### config.mk
export PLATFORM = sky130hd
export DESIGN_NAME = net_link_tx_dispatch
export DESIGN_NICKNAME = d
export VERILOG_FILES = /design/src/rtl/net_link_tx_dispatch_pkg.sv /design/src/rtl/net_link_tx_dispatch_skid_fifo.sv /design/src/rtl/net_link_tx_dispatch.sv
export SDC_FILE = /design/constraint.sdc
export NUM_CORES = 1
export LEC_CHECK = 0
export CORE_MARGIN = 10
export CORE_UTILIZATION = 30
export CTS_CLUSTER_DIAMETER = 120
export DETAILED_ROUTE_END_ITERATION = 10
export MAX_ROUTING_LAYER = met4
export PLACE_DENSITY = 0.49
export SLEW_MARGIN = 15
export SYNTH_ARGS = -nofsm -noshare
export SYNTH_HDL_FRONTEND = slang
export SYNTH_SLANG_ARGS = --single-unit
### constraint.sdc
create_clock -name clk -period 5.9 [get_ports clk]
set_clock_uncertainty 0.2 [all_clocks]
set_input_delay 1.18 -clock clk [delete_from_list [all_inputs] [get_ports clk]]
set_output_delay 1.18 -clock clk [all_outputs]
set_load 0.005 [all_outputs]
### src/rtl/net_link_tx_dispatch_pkg.sv
// Shared types and constants for the network-layer to link-TX dispatcher.
// Contents: connection-id and data widths, per-port word layout, the
// network-layer TX payload, the FIFO entry layout, the dispatcher FSM
// states, status-word field positions and a saturating counter helper.
package net_link_tx_dispatch_pkg;

  localparam int unsigned CONN_ID_WIDTH     = 2;
  localparam int unsigned NUM_CONN          = 1 << CONN_ID_WIDTH;
  localparam int unsigned DATA_WIDTH        = 32;
  localparam int unsigned DEFAULT_FIFO_DEPTH = 4;
  localparam int unsigned CNT_WIDTH         = 8;
  localparam int unsigned STATUS_WIDTH      = 2 * CNT_WIDTH;
  localparam int unsigned STATUS_BAD_CONN_LSB = CNT_WIDTH;
  localparam int unsigned STATUS_FRAMING_LSB  = 0;

  typedef logic [CONN_ID_WIDTH-1:0] conn_id_t;
  typedef logic [CNT_WIDTH-1:0]     err_cnt_t;

  typedef struct packed {
    logic                  valid;
    logic                  first;
    logic                  last;
    logic [DATA_WIDTH-1:0] data;
  } packet_word_t;

  typedef struct packed {
    packet_word_t packet_word;
    logic         controller_packet;
    conn_id_t     connection_id;
  } net_layer_packet_tx_t;

  typedef struct packed {
    logic                  first;
    logic                  last;
    logic                  ctrl;
    conn_id_t              conn_id;
    logic [DATA_WIDTH-1:0] data;
  } fifo_entry_t;

  typedef enum logic [1:0] {
    IDLE = 2'd0,
    FWD  = 2'd1,
    DROP = 2'd2
  } dispatch_state_t;

  // Increment that sticks at all-ones.
  function automatic err_cnt_t sat_inc(input err_cnt_t v);
    return (v == '1) ? v : v + CNT_WIDTH'(1);
  endfunction

endpackage

### src/rtl/net_link_tx_dispatch_skid_fifo.sv
// net_tx_skid_fifo: small synchronous FIFO absorbing the upstream
// ready-to-valid slip.
// Ports: clk, rst_n; wr_en/wr_data write side (writes while full are
// dropped and flagged on overflow_c); rd_en pops the head; head_c /
// head_valid_c present the head entry; occupancy is the entry count;
// wr_ready is the registered early ready (occupancy <= DEPTH-2), low in reset.
module net_tx_skid_fifo
  import net_link_tx_dispatch_pkg::*;
#(
  parameter int unsigned DEPTH = DEFAULT_FIFO_DEPTH
) (
  input  logic                     clk,
  input  logic                     rst_n,
  input  logic                     wr_en,
  input  fifo_entry_t              wr_data,
  input  logic                     rd_en,
  output fifo_entry_t              head_c,
  output logic                     head_valid_c,
  output logic [$clog2(DEPTH):0]   occupancy,
  output logic                     wr_ready,
  output logic                     overflow_c
);

  localparam int unsigned PTR_W = $clog2(DEPTH);
  localparam int unsigned OCC_W = PTR_W + 1;

  fifo_entry_t        mem [DEPTH];
  logic [PTR_W-1:0]   wr_ptr;
  logic [PTR_W-1:0]   rd_ptr;
  logic [OCC_W-1:0]   occ_d;
  logic               full;
  logic               wr_ok;
  logic               rd_ok;

  assign full         = (occupancy == OCC_W'(DEPTH));
  assign head_valid_c = (occupancy != '0);
  assign head_c       = mem[rd_ptr];
  assign wr_ok        = wr_en && !full;
  assign rd_ok        = rd_en && head_valid_c;
  assign overflow_c   = wr_en && full;

  // Next occupancy; simultaneous write and pop leaves it unchanged.
  always_comb begin
    occ_d = occupancy;
    if (wr_ok && !rd_ok) occ_d = occupancy + OCC_W'(1);
    if (rd_ok && !wr_ok) occ_d = occupancy - OCC_W'(1);
  end

  // Storage array, no reset needed.
  always_ff @(posedge clk) begin
    if (wr_ok) mem[wr_ptr] <= wr_data;
  end

  // Pointers, occupancy and early ready.
  always_ff @(posedge clk or negedge rst_n) begin
    if (!rst_n) begin
      wr_ptr    <= '0;
      rd_ptr    <= '0;
      occupancy <= '0;
      wr_ready  <= 1'b0;
    end else begin
      if (wr_ok) wr_ptr <= wr_ptr + PTR_W'(1);
      if (rd_ok) rd_ptr <= rd_ptr + PTR_W'(1);
      occupancy <= occ_d;
      wr_ready  <= (occ_d <= OCC_W'(DEPTH - 2));
    end
  end

endmodule

### src/rtl/net_link_tx_dispatch.sv
// net_link_tx_dispatch: steers whole packets from the network-layer TX stage
// to the link-TX port selected by the packet's first-word connection_id.
// Ports: clk, rst_n; layer_tx input word with layer_tx_ready early ready;
// num_connections_minus_one highest legal id; link_tx / link_tx_ctrl per-port
// output slots with link_tx_ready backpressure; dispatch_error_status
// {bad_conn_cnt, framing_err_cnt}; fifo_overflow sticky overflow flag.
module net_link_tx_dispatch
  import net_link_tx_dispatch_pkg::*;
#(
  parameter int unsigned FIFO_DEPTH = DEFAULT_FIFO_DEPTH
) (
  input  logic                      clk,
  input  logic                      rst_n,
  input  net_layer_packet_tx_t      layer_tx,
  output logic                      layer_tx_ready,
  input  logic [CONN_ID_WIDTH-1:0]  num_connections_minus_one,
  output packet_word_t              link_tx [NUM_CONN],
  output logic [NUM_CONN-1:0]       link_tx_ctrl,
  input  logic [NUM_CONN-1:0]       link_tx_ready,
  output logic [STATUS_WIDTH-1:0]   dispatch_error_status,
  output logic                      fifo_overflow
);

  localparam int unsigned OCC_W = $clog2(FIFO_DEPTH) + 1;

  fifo_entry_t         wr_entry;
  fifo_entry_t         head;
  logic                head_valid;
  logic [OCC_W-1:0]    occupancy;
  logic                overflow_c;

  dispatch_state_t     state_q, state_d;
  conn_id_t            sel_q, sel_d;
  logic                pop;
  logic [NUM_CONN-1:0] load;
  logic [NUM_CONN-1:0] slot_free;
  logic                bad_inc;
  logic                frm_inc;
  err_cnt_t            bad_cnt_q;
  err_cnt_t            frm_cnt_q;

  assign wr_entry = '{first:   layer_tx.packet_word.first,
                      last:    layer_tx.packet_word.last,
                      ctrl:    layer_tx.controller_packet,
                      conn_id: layer_tx.connection_id,
                      data:    layer_tx.packet_word.data};

  // Upstream has committed the word, so every valid word is written.
  net_tx_skid_fifo #(.DEPTH(FIFO_DEPTH)) u_fifo (
    .clk          (clk),
    .rst_n        (rst_n),
    .wr_en        (layer_tx.packet_word.valid),
    .wr_data      (wr_entry),
    .rd_en        (pop),
    .head_c       (head),
    .head_valid_c (head_valid),
    .occupancy    (occupancy),
    .wr_ready     (layer_tx_ready),
    .overflow_c   (overflow_c)
  );

  always_comb assert (occupancy <= OCC_W'(FIFO_DEPTH));

  // A slot can take a word if empty or if its word leaves this cycle.
  always_comb begin
    for (int i = 0; i < NUM_CONN; i++) begin
      slot_free[i] = !link_tx[i].valid || link_tx_ready[i];
    end
  end

  // Dispatcher next-state and control.
  always_comb begin
    state_d = state_q;
    sel_d   = sel_q;
    pop     = 1'b0;
    load    = '0;
    bad_inc = 1'b0;
    frm_inc = 1'b0;
    if (head_valid) begin
      unique case (state_q)
        IDLE: begin
          if (!head.first) begin
            frm_inc = 1'b1;
            pop     = 1'b1;
          end else if (head.conn_id <= num_connections_minus_one) begin
            sel_d = head.conn_id;
            if (slot_free[head.conn_id]) begin
              pop                = 1'b1;
              load[head.conn_id] = 1'b1;
              if (!head.last) state_d = FWD;
            end
          end else begin
            bad_inc = 1'b1;
            pop     = 1'b1;
            if (!head.last) state_d = DROP;
          end
        end
        FWD: begin
          // A new first word truncates the packet; it is re-run from IDLE.
          if (head.first) begin
            frm_inc = 1'b1;
            state_d = IDLE;
          end else if (slot_free[sel_q]) begin
            pop         = 1'b1;
            load[sel_q] = 1'b1;
            if (head.last) state_d = IDLE;
          end
        end
        DROP: begin
          if (head.first) begin
            frm_inc = 1'b1;
            state_d = IDLE;
          end else begin
            pop = 1'b1;
            if (head.last) state_d = IDLE;
          end
        end
        default: state_d = IDLE;
      endcase
    end
  end

  // FSM, selection, counters and sticky overflow.
  always_ff @(posedge clk or negedge rst_n) begin
    if (!rst_n) begin
      state_q       <= IDLE;
      sel_q         <= '0;
      bad_cnt_q     <= '0;
      frm_cnt_q     <= '0;
      fifo_overflow <= 1'b0;
    end else begin
      state_q <= state_d;
      sel_q   <= sel_d;
      if (bad_inc)    bad_cnt_q     <= sat_inc(bad_cnt_q);
      if (frm_inc)    frm_cnt_q     <= sat_inc(frm_cnt_q);
      if (overflow_c) fifo_overflow <= 1'b1;
    end
  end

  // Per-port output slots; data holds while valid and not ready.
  always_ff @(posedge clk or negedge rst_n) begin
    if (!rst_n) begin
      for (int i = 0; i < NUM_CONN; i++) link_tx[i] <= '0;
      link_tx_ctrl <= '0;
    end else begin
      for (int i = 0; i < NUM_CONN; i++) begin
        if (load[i]) begin
          link_tx[i]      <= '{valid: 1'b1, first: head.first,
                               last: head.last, data: head.data};
          link_tx_ctrl[i] <= head.ctrl;
        end else if (link_tx_ready[i]) begin
          link_tx[i].valid <= 1'b0;
        end
      end
    end
  end

  assign dispatch_error_status = {bad_cnt_q, frm_cnt_q};

endmodule

; ---- Yosys cells after proc, flatten, opt, wreduce, memory -nomap -nowiden
; Memories as Yosys holds them, arrays and structs flattened.
; Index checks and enable logic that the tools add are counted.
[op_classes]
addsub = 6
n_lt_le_gt_ge = 6
n_eq_ne = 10
mux = 52
bitwise = 2
n_reduce_logical = 29
[op_table]
columns = cell, count
row1 = $mux 1, 27
row2 = $mux 4, 6
row3 = $mux 2, 9
row4 = $add 8x1->8 const B, 2
row5 = $eq 8x8->1 const B, 2
row6 = $ne 3x3->1 const B, 4
row7 = $pmux 4 s2, 1
row8 = $reduce_bool 2->1, 4
row9 = $logic_and 1x1->1, 7
row10 = $logic_not 1->1, 7
row11 = $lt 2x3->1 const B, 2
row12 = $mux 3, 2
row13 = $pmux 2 s3, 1
row14 = $reduce_and 6->1, 1
row15 = $add 2x1->2 const B, 2
row16 = $bmux 1 s2, 2
row17 = $demux 1 s2, 2
row18 = $ge 2x1->1 const B, 2
row19 = $logic_or 1x1->1, 4
row20 = $reduce_and 2->1, 2
row21 = $reduce_and 4->1, 1
row22 = $add 3x1->3 const B, 1
row23 = $eq 3x3->1 const B, 1
row24 = $le 3x2->1 const B, 1
row25 = 11 further kinds, 12
[word_totals]
ff_bits = 173
ramBits = 148
word_cells = 135
n_memories = 1
[mem_list]
columns = name, depth, word_bits, rd, rd_clocked_by_memory_dff, wr, line_no
row1 = u_fifo.mem, 4, 37, 1, 0, 1, net_link_tx_dispatch_skid_fifo.sv:27  ; fifo_entry_t mem [DEPTH];

; ---- Logic depth before layout (Yosys ltp)
[depth]
word_depth = 15
mapped_depth = 12
mapped_depth_nobuf = 10

; ---- Modules after synthesis
; Synthesis repeated with hierarchy kept, for this count alone.
[hier_totals]
hier_cells = 676
hier_area_um2 = 12554.5
[modules_own_cells]
columns = mod, n_inst, cells_per_inst, area_each_um2
row1 = net_link_tx_dispatch, 1, 429, 6646.4
row2 = net_tx_skid_fifo, 1, 247, 5908.2

; ---- Worst setup path before layout
; OpenSTA, ideal clock, no wires.
[synth_timing]
path_kind = input to register
start = input port num_connections_minus_one[1]
end = register link_tx[41] (netlist bit)
arrival_ns = 3.156
required_time_ns = 5.575
path_slack_ns = 2.419
stages = 10
cell_sequence = inv_1 > ha_1 > nor2b_1 > a2bb2oi_1 > and3b_1 > and2_1 > a32o_1 > nand2_2 > buf_6 > mux2_2
[synth_via]
elab_chain_cells = 5
[synth_rtl]
columns = item, line_no
row1 = "start, declared", net_link_tx_dispatch.sv:16  ; input logic [CONN_ID_WIDTH-1:0] num_connections_minus_one,
row2 = $le 2x2->1, net_link_tx_dispatch.sv:85  ; end else if (head.conn_id <= num_connections_minus_one) begin
row3 = $mux 4, net_link_tx_dispatch.sv:85
row4 = $mux 4, net_link_tx_dispatch.sv:82  ; if (!head.first) begin
row5 = $pmux 4 s2, net_link_tx_dispatch.sv:80  ; unique case (state_q)
row6 = $mux 4, net_link_tx_dispatch.sv:79  ; if (head_valid) begin
row7 = "end signal, assigned by index", net_link_tx_dispatch.sv:148  ; link_tx[i] <= '{valid: 1'b1, first: head.first,
row8 = "end, declared", net_link_tx_dispatch.sv:17  ; output packet_word_t link_tx [NUM_CONN],
; Every way passes these cells.
; A chain may end at the register's enable or synchronous reset.

; ---- Worst setup path after layout
[layout_timing]
start = register u_fifo.rd_ptr[0]
end = register link_tx[38] (netlist bit)
[layout_via]
elab_chain_cells = 10
word_cells_on_any_way = 15
cone_classes = order compare: 3 / mux: 10 / reduce/logical: 1 / memory: 1
[layout_rtl]
columns = item, line_no
row1 = "start, declared", net_link_tx_dispatch_skid_fifo.sv:29  ; logic [PTR_W-1:0] rd_ptr;
row2 = "start signal, assigned", net_link_tx_dispatch_skid_fifo.sv:63  ; if (rd_ok) rd_ptr <= rd_ptr + PTR_W'(1);
row3 = $mem_v2 4x37 *, -
row4 = $lt 2x3->1 (implied by the code) / $ge 2x1->1 (equally long branches), net_link_tx_dispatch.sv:89  ; load[head.conn_id] = 1'b1;
row5 = $logic_and 1x1->1 (implied by the code), net_link_tx_dispatch.sv:89
row6 = $mux 1 (implied by the code), net_link_tx_dispatch.sv:89
row7 = $demux 1 s2, net_link_tx_dispatch.sv:89
row8 = $mux 4, net_link_tx_dispatch.sv:87  ; if (slot_free[head.conn_id]) begin
row9 = $mux 4, net_link_tx_dispatch.sv:85
row10 = $mux 4, net_link_tx_dispatch.sv:82
row11 = $pmux 4 s2, net_link_tx_dispatch.sv:80
row12 = $mux 4, net_link_tx_dispatch.sv:79
; Every way passes the cells marked *; elsewhere a longest branch is shown, timed or not. The select of a mux whose other input is x is not followed.

==> impl_metrics.json <==
{
  "synth_area_leaders": "edfxtp_1 36%, dfrtp_1 35%, mux2_2 11%, mux4_2 5.9%, ha_1 1.5%",
  "path_buf_inv": 1,
  "status": "complete, no violations",
  "areaGrowthSynthToFinish_pct": 31.4,
  "setup_tns_ns": 0,
  "power_density_nw_per_um2": 564,
  "timing.rr.end": "link_tx[38]",
  "crit_path_top_delay_cell": "mux4_2",
  "pwr-share-clk": 0.245,
  "worstReg2RegStart": "u_fifo.rd_ptr[0]",
  "grt_start_max_net_pins": 91,
  "drt_pass1_iterations": 4,
  "grt_overflow_total": 0,
  "final_area_sq_um": 16400,
  "cts_resized": 0,
  "critPathTopFamily": "multiplexers",
  "cts_hold_buf": 0,
  "die_w_um": 224,
  "drt_iter0_drc": 279,
  "clock_latency_ns": 0.54,
  "yosysTopAreaCellShare": 0.355,
  "routed_via_density": 4.58,
  "synth_nets": 732,
  "clockRootBuffer": "clkbuf_16",
  "rsz0062_at_grt": "no",
  "die-area_sq_um": 50300,
  "critical_path.endpoint_type": "register",
  "synthTopCellsByCount": "173 x dfrtp_1, 148 x edfxtp_1, 126 x mux2_2",
  "placed_area_sq_um": 15200,
  "crit_arrival_ns": 4.57,
  "track_usage": 0.129,
  "wl_per_cell_um": 21.3,
  "rows": 74,
  "pwr-share-comb": 0.365,
  "synth_top_cell_by_area": "edfxtp_1",
  "cts_buffers": 38,
  "syn_avg_cell_area_sq_um": 18.7,
  "clock-sinks": 321,
  "seqPwrFrac": 0.389,
  "syn_area_sq_um": 12500,
  "power_w": 0.00928,
  "routed_wl_um": 31300,
  "internal_power_w": 0.00651,
  "vias": 6724,
  "hpwl_um": 20300,
  "holdCritPathClass": "reg2reg",
  "nFillCells": 3803,
  "core_sq_um": 41000,
  "ys_seq_area_frac": 0.701,
  "ir_drop_uv": 249,
  "grt_pass1_wl_um": 48300,
  "drc": 0,
  "cp.required_ns": 6.12,
  "power.share.switching": 0.298,
  "antenna_found_initial": 2,
  "slew_viol_final": 0,
  "use_met2": 0.212,
  "drive_above_1_share": 0.270,
  "cts_tree": "yes",
  "crit_path_start_kind": "register",
  "ys_ff_latch": 321,
  "final.min_clock_period_ns": 4.35,
  "hold_path_end": "bad_cnt_q[6]",
  "cpPeakStageDelay_ns": 0.67,
  "fin_nets": 967,
  "syn_inst": 671,
  "cap_violations": 0,
  "die_h_um": 224,
  "yosysWarnings": 0,
  "max_slew_margin": 0.486,
  "port_buffers": 207,
  "synth_edf_count": 148,
  "r2r_slack_ns": 1.55,
  "clkTransAtPathRegs_ns": 0.05,
  "fin_crit_sh": 0.737,
  "cp_max_fo": 19,
  "worst_slew_pin_slew_ns": 0.770,
  "ant_nets": 0,
  "crit_chain": "mux4_2 -> ha_1 -> nor2b_1 -> a2bb2oi_1 -> and3b_1 -> and2_1 -> a32o_1 -> nand2_2 -> buf_4 -> mux2_2",
  "io_pins": 208,
  "setup_viol_count_final": 0,
  "max_freq_ghz": 0.230,
  "reg2reg_depth": 10,
  "busiest_layer": "met2",
  "hold_depth": 1,
  "grt_pass1_vias": 7404,
  "met1_usage": 0.154,
  "htreeDepth": 2,
  "criticalPathCategory": "reg2reg",
  "met3_usage": 0.0314,
  "yosysMostFrequentCell": "dfrtp_1",
  "power.switching_w": 0.00276,
  "clockBufferDepth": 3,
  "async_flop_share": 0.539,
  "hold_path_startpoint": "bad_cnt_q[6]",
  "cts_setup_buffers": 0,
  "place_congestion": 0.708,
  "synth-main-ff-cell": "dfrtp_1",
  "hold_viol_final": 0,
  "p_leak_nw": 6.35,
  "synth_cell_types": 52,
  "start_util": 0.305
}
[power by group through the flow]
stage / Sequential, W / Clock, W / Combinational, W
CTS: 0.00363 / 0.00238 / 0.00350
floorplan: 0.00355 / 0 / 0.00177
finish: 0.00361 / 0.00228 / 0.00339
global route: 0.00372 / 0.00246 / 0.00371
global placement: 0.00366 / 0 / 0.00349
detailed placement: 0.00366 / 0 / 0.00349
[how the worst max path moves through the flow]
stage | from | endpoint | slack [ns] | cells after the start
final | u_fifo.rd_ptr[0] | link_tx[38] | 1.55 | 10
after global routing | u_fifo.rd_ptr[0] | link_tx[40] | 1.26 | 10
after CTS | u_fifo.rd_ptr[0] | link_tx[40] | 1.46 | 10
after detailed placement | num_connections_minus_one[1] | link_tx[41] | 1.12 | 11
after global placement | num_connections_minus_one[1] | link_tx[37] | 1.16 | 11
after floorplan | num_connections_minus_one[1] | link_tx[41] | 2.42 | 10
[placed cells by master, fill, tap and decap left out, drive strengths merged, types with 5 or more instances in the layout]
| master | count |
|---|---|
| xnor2 | 15 |
| nor2 | 7 |
| clkinv | 7 |
| nand3 | 5 |
| inv | 12 |
| mux4 | 38 |
| clkbuf | 59 |
| and3 | 7 |
| buf | 12 |
| mux2 | 144 |
| and2 | 5 |
| nand2 | 23 |
| dfrtp | 173 |
| clkdlybuf4s50 | 206 |
| nand2b | 7 |
| ha | 15 |
| edfxtp | 148 |
| mux2i | 7 |
[layer usage]
layer | vias up | wire length, um
met5 | - | 0
met2 | 147 | 15600
met4 | 0 | 691
met1 | 3491 | 13400
met3 | 49 | 1600
li1 | 3037 | -
[metrics by stage]
step | hold slack (ns) | utilization | cells | worst slack (ns)
2_1_floorplan | 0.259 | - | 671 | 2.42
3_3_place_gp | 0.277 | 0.371 | 1398 | 1.16
3_5_place_dp | 0.287 | 0.371 | 1398 | 1.12
4_1_cts | 0.305 | 0.401 | 1467 | 1.46
5_1_grt | 0.322 | 0.401 | 1469 | 1.26
6_report | 0.297 | 0.401 | 1469 | 1.55
[registers in the layout (all words and copies together) (netlist names)]
name / count
bad_cnt_q: 8
fifo_overflow: 1
frm_cnt_q: 8
link_tx: 140
link_tx_ctrl: 4
sel_q: 2
state_q: 2
u_fifo.mem: 148
u_fifo.occupancy: 3
u_fifo.rd_ptr: 2
u_fifo.wr_ptr: 2
u_fifo.wr_ready: 1
[layout make-up]
| cell class | instances | area, sq um | area share |
|---|---|---|---|
| Sequential cell | 321 | 8780 | 0.534 |
| Clock inverter | 11 | 106 | 0.00647 |
| Antenna cell | 2 | 5.00 | 0.000304 |
| Inverter | 11 | 41.3 | 0.00251 |
| Multi-Input combinational cell | 315 | 3550 | 0.216 |
| Timing Repair Buffer | 219 | 2190 | 0.133 |
| Clock buffer | 58 | 1110 | 0.0673 |
| Tap cell | 532 | 666 | 0.0405 |
[cell families (layout without fill, tap and decap cells)]
group                    Yosys count  count (layout)  share of synthesized area
adder cells (fa/ha/maj)           17              17                     0.0167
other                              0               2                          0
buffers and inverters             35             299                     0.0164
multiplexers                     189             189                      0.208
AND/OR/NAND/NOR                   73              73                     0.0331
XOR/XNOR                          19              19                     0.0133
AO/OA/AOI/OAI                     17              17                     0.0114
flip-flops                       321             321                      0.701
(Power assumes the default switching activity.)
